## config.mk

```make
export PLATFORM = sky130hd
export DESIGN_NAME = hyper_req_queue
export DESIGN_NICKNAME = d
export VERILOG_FILES = /design/src/rtl/hyper_pkg.sv /design/src/rtl/hyper_cmd_fifo.sv /design/src/rtl/hyper_req_queue.sv
export SDC_FILE = /design/constraint.sdc
export NUM_CORES = 1
export LEC_CHECK = 0
export BUFFER_PORTS_ARGS = -buffer_cell sky130_fd_sc_hd__clkbuf_2
export CORE_UTILIZATION = 60
export CTS_CLUSTER_SIZE = 14
export DETAILED_ROUTE_END_ITERATION = 16
export PLACE_DENSITY = 0.95
export SETUP_SLACK_MARGIN = 0.05
export SYNTH_ARGS = -nofsm -noshare
export SYNTH_HDL_FRONTEND = slang
export SYNTH_HIERARCHICAL = 1
export SYNTH_SLANG_ARGS = --single-unit
```

## constraint.sdc

```tcl
create_clock -name clk -period 7.4 [get_ports clk]
set_clock_uncertainty 0.1 [all_clocks]
set_input_delay 1.48 -clock clk [delete_from_list [all_inputs] [get_ports clk]]
set_output_delay 1.48 -clock clk [all_outputs]
set_load 0.1 [all_outputs]
```

## src/rtl/hyper_pkg.sv

```systemverilog
// Shared definitions for the hyper_xface command front-end.
package hyper_pkg;

  localparam int unsigned ADDR_W = 32;
  localparam int unsigned DATA_W = 32;
  localparam int unsigned BE_W   = 4;

  // Packed command word: wr + reg + addr + wd + be
  localparam int unsigned CMD_W  = 70;

  // Field offsets inside the packed command word (LSB first)
  localparam int unsigned BE_LSB   = 0;
  localparam int unsigned WD_LSB   = BE_LSB + BE_W;
  localparam int unsigned ADDR_LSB = WD_LSB + DATA_W;
  localparam int unsigned REG_BIT  = ADDR_LSB + ADDR_W;
  localparam int unsigned WR_BIT   = REG_BIT + 1;

  typedef struct packed {
    logic              wr;
    logic              reg_sp;
    logic [ADDR_W-1:0] addr;
    logic [DATA_W-1:0] wd;
    logic [BE_W-1:0]   be;
  } cmd_t;

  typedef enum logic [2:0] {
    ST_IDLE       = 3'd0,
    ST_ISSUE      = 3'd1,
    ST_WAIT_START = 3'd2,
    ST_WAIT_END   = 3'd3,
    ST_RSP        = 3'd4
  } state_t;

endpackage

```

## src/rtl/hyper_cmd_fifo.sv

```systemverilog
// Synchronous command FIFO; push and pop may coincide when full.
module hyper_cmd_fifo #(
  parameter int unsigned DEPTH = 4,
  parameter int unsigned WIDTH = 70
) (
  input  logic                     clk,
  input  logic                     reset,
  input  logic                     push,
  input  logic                     pop,
  input  logic [WIDTH-1:0]         din,
  output logic [WIDTH-1:0]         dout,
  output logic                     full,
  output logic                     empty,
  output logic [$clog2(DEPTH):0]   count
);

  localparam int unsigned AW = $clog2(DEPTH);
  localparam int unsigned CW = AW + 1;

  logic [WIDTH-1:0] mem [DEPTH];
  logic [AW-1:0]    wr_ptr;
  logic [AW-1:0]    rd_ptr;
  logic             do_push;
  logic             do_pop;

  assign do_pop  = pop && !empty;
  assign do_push = push && (!full || do_pop);
  assign full    = (count == CW'(DEPTH));
  assign empty   = (count == '0);
  assign dout    = mem[rd_ptr];

  // Pointers wrap naturally; count tracks occupancy
  always_ff @(posedge clk or posedge reset) begin
    if (reset) begin
      wr_ptr <= '0;
      rd_ptr <= '0;
      count  <= '0;
    end else begin
      if (do_push) wr_ptr <= wr_ptr + 1'b1;
      if (do_pop)  rd_ptr <= rd_ptr + 1'b1;
      if (do_push && !do_pop)      count <= count + 1'b1;
      else if (!do_push && do_pop) count <= count - 1'b1;
    end
  end

  // Storage write; contents need no reset
  always_ff @(posedge clk) begin
    if (do_push) mem[wr_ptr] <= din;
  end

endmodule

```

## src/rtl/hyper_req_queue.sv

```systemverilog
// Buffers local-bus commands and replays them one at a time to hyper_xface.
module hyper_req_queue
  import hyper_pkg::*;
#(
  parameter int unsigned DEPTH     = 4,
  parameter int unsigned START_TMO = 15
) (
  input  logic        clk,
  input  logic        reset,
  input  logic        cmd_valid,
  output logic        cmd_ready,
  input  logic        cmd_wr,
  input  logic        cmd_reg,
  input  logic [31:0] cmd_addr,
  input  logic [31:0] cmd_wd,
  input  logic [3:0]  cmd_be,
  output logic        rsp_valid,
  input  logic        rsp_ready,
  output logic [31:0] rsp_d,
  output logic        rsp_err,
  output logic        rd_req,
  output logic        wr_req,
  output logic [31:0] addr,
  output logic [31:0] wr_d,
  output logic [3:0]  wr_byte_en,
  output logic        mem_or_reg,
  input  logic        busy,
  input  logic        rd_rdy,
  input  logic [31:0] rd_d,
  output logic        idle
);

  localparam int unsigned CNT_W = $clog2(DEPTH) + 1;
  localparam int unsigned TMO_W = (START_TMO < 1) ? 1 : $clog2(START_TMO + 1);

  state_t             state;
  logic [TMO_W-1:0]   tmo;
  logic               cur_wr;
  logic               got_rd;
  cmd_t               cmd_in;
  logic [CMD_W-1:0]   head;
  logic               fifo_full;
  logic               fifo_empty;
  logic [CNT_W-1:0]   fifo_count;
  logic               push_c;
  logic               pop_c;

  assign cmd_in = '{wr: cmd_wr, reg_sp: cmd_reg, addr: cmd_addr, wd: cmd_wd, be: cmd_be};
  assign cmd_ready = !fifo_full;
  assign push_c    = cmd_valid && cmd_ready;
  assign pop_c     = (state == ST_IDLE) && !fifo_empty && !rsp_valid && !busy;
  assign idle      = (fifo_count == '0) && (state == ST_IDLE);

  hyper_cmd_fifo #(
    .DEPTH (DEPTH),
    .WIDTH (CMD_W)
  ) u_fifo (
    .clk   (clk),
    .reset (reset),
    .push  (push_c),
    .pop   (pop_c),
    .din   (cmd_in),
    .dout  (head),
    .full  (fifo_full),
    .empty (fifo_empty),
    .count (fifo_count)
  );

  // Command sequencer: pop, pulse, wait for busy start/end, return read data
  always_ff @(posedge clk or posedge reset) begin
    if (reset) begin
      state      <= ST_IDLE;
      tmo        <= '0;
      cur_wr     <= 1'b0;
      got_rd     <= 1'b0;
      rd_req     <= 1'b0;
      wr_req     <= 1'b0;
      addr       <= '0;
      wr_d       <= '0;
      wr_byte_en <= '0;
      mem_or_reg <= 1'b0;
      rsp_valid  <= 1'b0;
      rsp_err    <= 1'b0;
      rsp_d      <= '0;
    end else begin
      case (state)
        ST_IDLE: begin
          if (pop_c) begin
            addr       <= head[ADDR_LSB +: ADDR_W];
            wr_d       <= head[WD_LSB +: DATA_W];
            wr_byte_en <= head[BE_LSB +: BE_W];
            mem_or_reg <= head[REG_BIT];
            cur_wr     <= head[WR_BIT];
            wr_req     <= head[WR_BIT];
            rd_req     <= !head[WR_BIT];
            state      <= ST_ISSUE;
          end
        end
        ST_ISSUE: begin
          rd_req  <= 1'b0;
          wr_req  <= 1'b0;
          tmo     <= TMO_W'(START_TMO);
          got_rd  <= 1'b0;
          rsp_d   <= '0;
          rsp_err <= 1'b0;
          state   <= ST_WAIT_START;
        end
        ST_WAIT_START: begin
          if (busy) begin
            state <= ST_WAIT_END;
          end else if (tmo == '0) begin
            // busy never rose: writes are dropped, reads report an error
            if (cur_wr) begin
              state <= ST_IDLE;
            end else begin
              rsp_valid <= 1'b1;
              rsp_err   <= 1'b1;
              rsp_d     <= '0;
              state     <= ST_RSP;
            end
          end else begin
            tmo <= tmo - 1'b1;
          end
        end
        ST_WAIT_END: begin
          if (rd_rdy && !cur_wr) begin
            rsp_d  <= rd_d;
            got_rd <= 1'b1;
          end
          if (!busy) begin
            if (cur_wr) begin
              state <= ST_IDLE;
            end else begin
              rsp_valid <= 1'b1;
              rsp_err   <= !(got_rd || rd_rdy);
              state     <= ST_RSP;
            end
          end
        end
        ST_RSP: begin
          if (rsp_ready) begin
            rsp_valid <= 1'b0;
            state     <= ST_IDLE;
          end
        end
        default: state <= ST_IDLE;
      endcase
    end
  end

endmodule

```

==> Yosys cells after proc, flatten, opt, wreduce, memory -nomap -nowiden <==
Memories as Yosys holds them, arrays and structs flattened.
Index checks and enable logic that the tools add are counted.
{ "totals": {"memories": 1, "regBits": 121, "ram_bits": 280, "word_cells": 112} }
{ "classes": {"addsub": 5, "eq_ne": 15, "reduce_logical": 38, "n_mux": 37} }
{ "memory_table": {"columns": ["name", "depth", "width", "read_ports", "rd_clocked_by_memory_dff", "wr", "line", "source"], "rows": [
  ["u_fifo.mem", 4, 70, 1, 0, 1, "hyper_cmd_fifo.sv:20", "logic [WIDTH-1:0] mem [DEPTH];"]
]} }
{ "ops": {"columns": ["op", "count"], "rows": [
  ["32-bit 2-to-1 mux", 4],
  ["32-bit one-hot mux with 3 select lines", 1],
  ["3-bit 2-to-1 mux", 8],
  ["2-bit inequality test, second input constant", 8],
  ["1-bit 2-to-1 mux", 15],
  ["3-bit one-hot mux with 5 select lines", 1],
  ["1-bit logical AND", 10],
  ["5-bit AND reduction", 2],
  ["1-bit logical NOT", 9],
  ["4-bit 2-to-1 mux", 2],
  ["4-bit one-hot mux with 2 select lines", 1],
  ["2-bit nonzero test", 4],
  ["3-bit by 2-bit equality test with 1-bit output, second input constant", 2],
  ["3-bit equality test, second input constant", 2],
  ["3-bit logical NOT", 2],
  ["1-bit one-hot mux with 2 select lines", 3],
  ["1-bit one-hot mux with 3 select lines", 2],
  ["2-bit AND reduction", 3],
  ["6-bit AND reduction", 1],
  ["3-bit nonzero test", 2],
  ["2-bit by 1-bit adder with 2-bit output, second input constant", 2],
  ["4-bit logical NOT", 1],
  ["4-bit AND reduction", 1],
  ["4-bit by 1-bit subtractor with 4-bit output, second input constant", 1],
  ["7 further kinds", 8]
]} }

==> Longest topological paths before layout <==
{ "depth": {"depth_word": 12, "mapped_depth": 13, "mapped_depth_nobuf": 12} }

==> Modules after synthesis <==
The synthesis kept the hierarchy.
{ "by_module_without_submodules": {"columns": ["module", "cells_per_inst", "n_inst", "seq_area_each_um2", "area_per_inst_um2"], "rows": [
  ["hyper_cmd_fifo", 402, 1, 8583.2, 10605.2],
  ["hyper_req_queue", 366, 1, 2852.7, 4677.0]
]} }

==> Worst setup path before layout <==
No wires, ideal clock.
{ "synth_timing": {"path_kind": "register to output", "startpoint": "register state[0]", "endpoint": "output idle", "path_slack_ps": 2062, "path_stages_with_launch": 4, "n_path_buf": 1, "t_arrival_ps": 3758, "path_cell_list": "dfrtp_1 buf_2 or3_4 nor4_1"} }
{ "synth_via": {"elab_chain_len": 2} }
{ "synth_rtl": {"columns": ["element", "line", "source"], "rows": [
  ["start, declared", "hyper_req_queue.sv:36", "state_t state;"],
  ["start signal, assigned", "hyper_req_queue.sv:72", "state <= ST_IDLE;"],
  ["start signal, assigned", "hyper_req_queue.sv:96", "state <= ST_ISSUE;"],
  ["start signal, assigned", "hyper_req_queue.sv:106", "state <= ST_WAIT_START;"],
  ["3-bit logical NOT", "hyper_req_queue.sv:52", "assign idle = (fifo_count == '0) && (state == ST_IDLE);"],
  ["1-bit logical AND", "hyper_req_queue.sv:52", null],
  ["end, declared", "hyper_req_queue.sv:30", "output logic idle"]
]} }
No other way between the ends.

==> Final worst setup path <==
Same ends and word-level chain as after synthesis.

==> out/results.tsv <==
metric	value	unit
largest net degree at the start of global routing	78	
nets	1100	
IO Pins	215	
htree depth	2	
port bufs	214	
Max stage delay on crit path	0.84	ns
final period utilization	0.585	
Sum Neg Setup Slack	0	ns
mapped cell area	15300	um2
Max FO, Critical Path	41	
drt first pass iters	5	
RSZ-0062 raised after global routing	false	
CP cell instances	or3_4 -> nor4_1 -> clkbuf_2	
DRC	0	
CORE AREA	25100	um2
R2R depth	6	
top_reg_cell synth	edfxtp_1	
Clock Latency Late Sink	0.53	ns
first-pass GRT wire length	47.1	mm
Row Count	58	
Mapped Avg Cell Area	19.9	um2
Bufs on Longest Clock Path	3	
R2R Path Start	state[0]$_DFFE_PP0P_	
final hold violations	0	
Root Driver	clkbuf_16	
critical path endpoint category	primary output	
Final Slew Violations	0	
total gr overflow	0	
HPWL after DPL	17.7	mm
Critical Path Start Type	register	
Largest delay share family, worst path	simple AND/OR/NAND/NOR gates	
Req. time, crit path	5.82	ns
Antenna Cells	0	
Placer Congestion	0.821	
die area	26100	um2
Seq/Total Area, Yosys	0.748	
number of synthesized flops with an enable pin	280	
Post-CTS Hold Fix Bufs	0	
post-synthesis net count	883	
reg2reg end	u_fifo/mem[3][29]$_DFFE_PP_	
Fillers	1488	
max_cap viols	0	
height of the die	162	um
vias in the first global route	8448	
CTS tree	yes	
initial antenna violation count	0	
CP endpoint	idle	
postcts setup bufs	0	
Area growth, synth to finish	16.5	%
share of layout cells above drive strength 1	0.425	
Post-CTS Resized	0	
Routed Antenna Nets	0	
routed len/inst	22.9	um
synthesized instance count	768	
Tot GR Track Use	0.242	
crit path DAT	2.75	ns
r2r setup slk	3.16	ns
via count	7892	
outcome	complete, no violations	
drt initial violations	617	
Vias per Instance	5.86	
Initial Util	0.609	
Max-slew headroom	0.191	
max reg flops	280	
minimum clock period after layout	4.33	ns
CP max stage cell	dfrtp_1	
number of cells on the critical path	3	
critical path launch point	state[0]$_DFFE_PP0P_	
Final setup viols	0	
Clock Pin Slew Worst Setup and Hold Paths	0.06	ns
critical hold path startpoint	addr[12]$_DFFE_PP0P_	
CP Buf/Inv Count	1	
Unique masters post-synth	45	
WL final	30.8	mm
Seq cells post-synth	401	
Worst-Margin Slew	1.21	ns
Hold WC Path Type	reg -> reg	
Crit Path Class	reg -> out	
YS warnings	6	
Async SR Flop Fraction	0.302	
Die Width	162	um
Sink Count	401	
Peak Freq	231	MHz
CTS buffer count	39	
Top reg by flops	u_fifo/mem	
final cells by class:
type	count	area, um2	share of cell area
clock buffer	54	1110	0.0626
clock inverter	18	176	0.00991
inverter	45	171	0.00963
multi-input combinational	280	3390	0.190
sequential	401	11400	0.643
tap	330	413	0.0232
timing repair buffer	218	1100	0.0618
stage by stage:
| step | worst slack (ns) | util | hold slack [ns] | instance area, um2 | std cells |
|---|---|---|---|---|---|
| after floorplan | 2.06 | - | 0.365 | 15300 | 768 |
| after global placement | 2.76 | 0.658 | 0.387 | 16500 | 1274 |
| after detailed placement | 2.64 | 0.658 | 0.393 | 16500 | 1274 |
| after CTS | 3.08 | 0.709 | 0.408 | 17800 | 1346 |
| after global routing | 2.90 | 0.709 | 0.425 | 17800 | 1346 |
| final | 3.07 | 0.709 | 0.404 | 17800 | 1346 |
cell families after synthesis:
logic type	share of synthesized area
buf+inv	0.0323
xor+xnor	0.00344
compound gates	0.0224
fa+ha+maj	0.00622
simple gates	0.0273
flops	0.748
mux	0.160
cells in the mapped netlist, types with 2 or more instances:
master / number / area [um2]
dfrtp_1: 121 / 3030
nor2_1: 7 / 26.3
ha_1: 6 / 75.1
mux2_2: 72 / 811
edfxtp_1: 280 / 8410
xor2_1: 2 / 17.5
buf_12: 7 / 140
nor3_1: 2 / 10.0
o31ai_1: 32 / 240
mux4_2: 68 / 1530
buf_2: 21 / 105
nand2_1: 4 / 15.0
a21oi_1: 3 / 15.0
nor2b_1: 2 / 12.5
nor4b_1: 2 / 17.5
and2_1: 4 / 25.0
inv_1: 45 / 169
o21ai_0: 7 / 35.0
mux4_1: 2 / 52.6
buf_6: 2 / 22.5
nand2b_1: 3 / 18.8
or3_1: 4 / 25.0
nor3b_2: 2 / 25.0
clkbuf_1: 6 / 22.5
nand3_1: 33 / 165
buf_4: 3 / 22.5
mux2i_1: 5 / 50.1
nor4_1: 2 / 12.5
xnor2_1: 4 / 35.0
buf_1: 2 / 7.51
layer usage:
metal / up-vias / GRT usage / share of wire
met5: - / 0 / 0
met4: 0 / 0.0780 / 0.026
met3: 64 / 0.0516 / 0.074
met2: 371 / 0.430 / 0.53
met1: 4030 / 0.297 / 0.37
li1: 3427 / - / -
worst min-delay path by stage:
stage	end	slack (ns)	cells past startpoint
2_1_floorplan	tmo[2]$_DFFE_PP0P_	0.36	1
3_3_place_gp	wr_d[0]$_DFFE_PP0P_	0.39	1
3_5_place_dp	addr[9]$_DFFE_PP0P_	0.39	1
4_1_cts	addr[12]$_DFFE_PP0P_	0.41	1
5_1_grt	addr[6]$_DFFE_PP0P_	0.42	1
6_report	addr[12]$_DFFE_PP0P_	0.40	1
worst reg2reg max path: stages, from the launching register on:
cell and delay (ns):
dfrtp_1 0.84, nor3_1 0.57, nand2_4 0.64, inv_1 0.30, inv_1 0.09, a21boi_2 0.33, and2_4 0.95
cell usage in the layout (no fill, tap or decap), drive strengths merged, types with 2 or more instances in the layout:
master / synthesis / final
nor3b: 3 / 3
or3: 5 / 5
xor2: 2 / 2
nor4b: 2 / 2
mux2i: 5 / 5
dfrtp: 121 / 121
nand2: 4 / 4
ha: 6 / 6
and2: 4 / 4
nor3: 3 / 3
nand3: 33 / 33
mux2: 72 / 72
bufinv: 0 / 3
a21oi: 3 / 3
buf: 35 / 4
mux4: 70 / 70
nor4: 2 / 2
clkbuf: 7 / 268
edfxtp: 280 / 280
clkinv: 0 / 13
inv: 45 / 46
nand2b: 3 / 3
nor2: 7 / 7
o21ai: 7 / 7
xnor2: 4 / 4
o31ai: 32 / 32
nor2b: 2 / 2
Power is left out: the tool's default activity adds up to more than one toggle a clock period on the data nets, which glitch-free logic cannot reach.
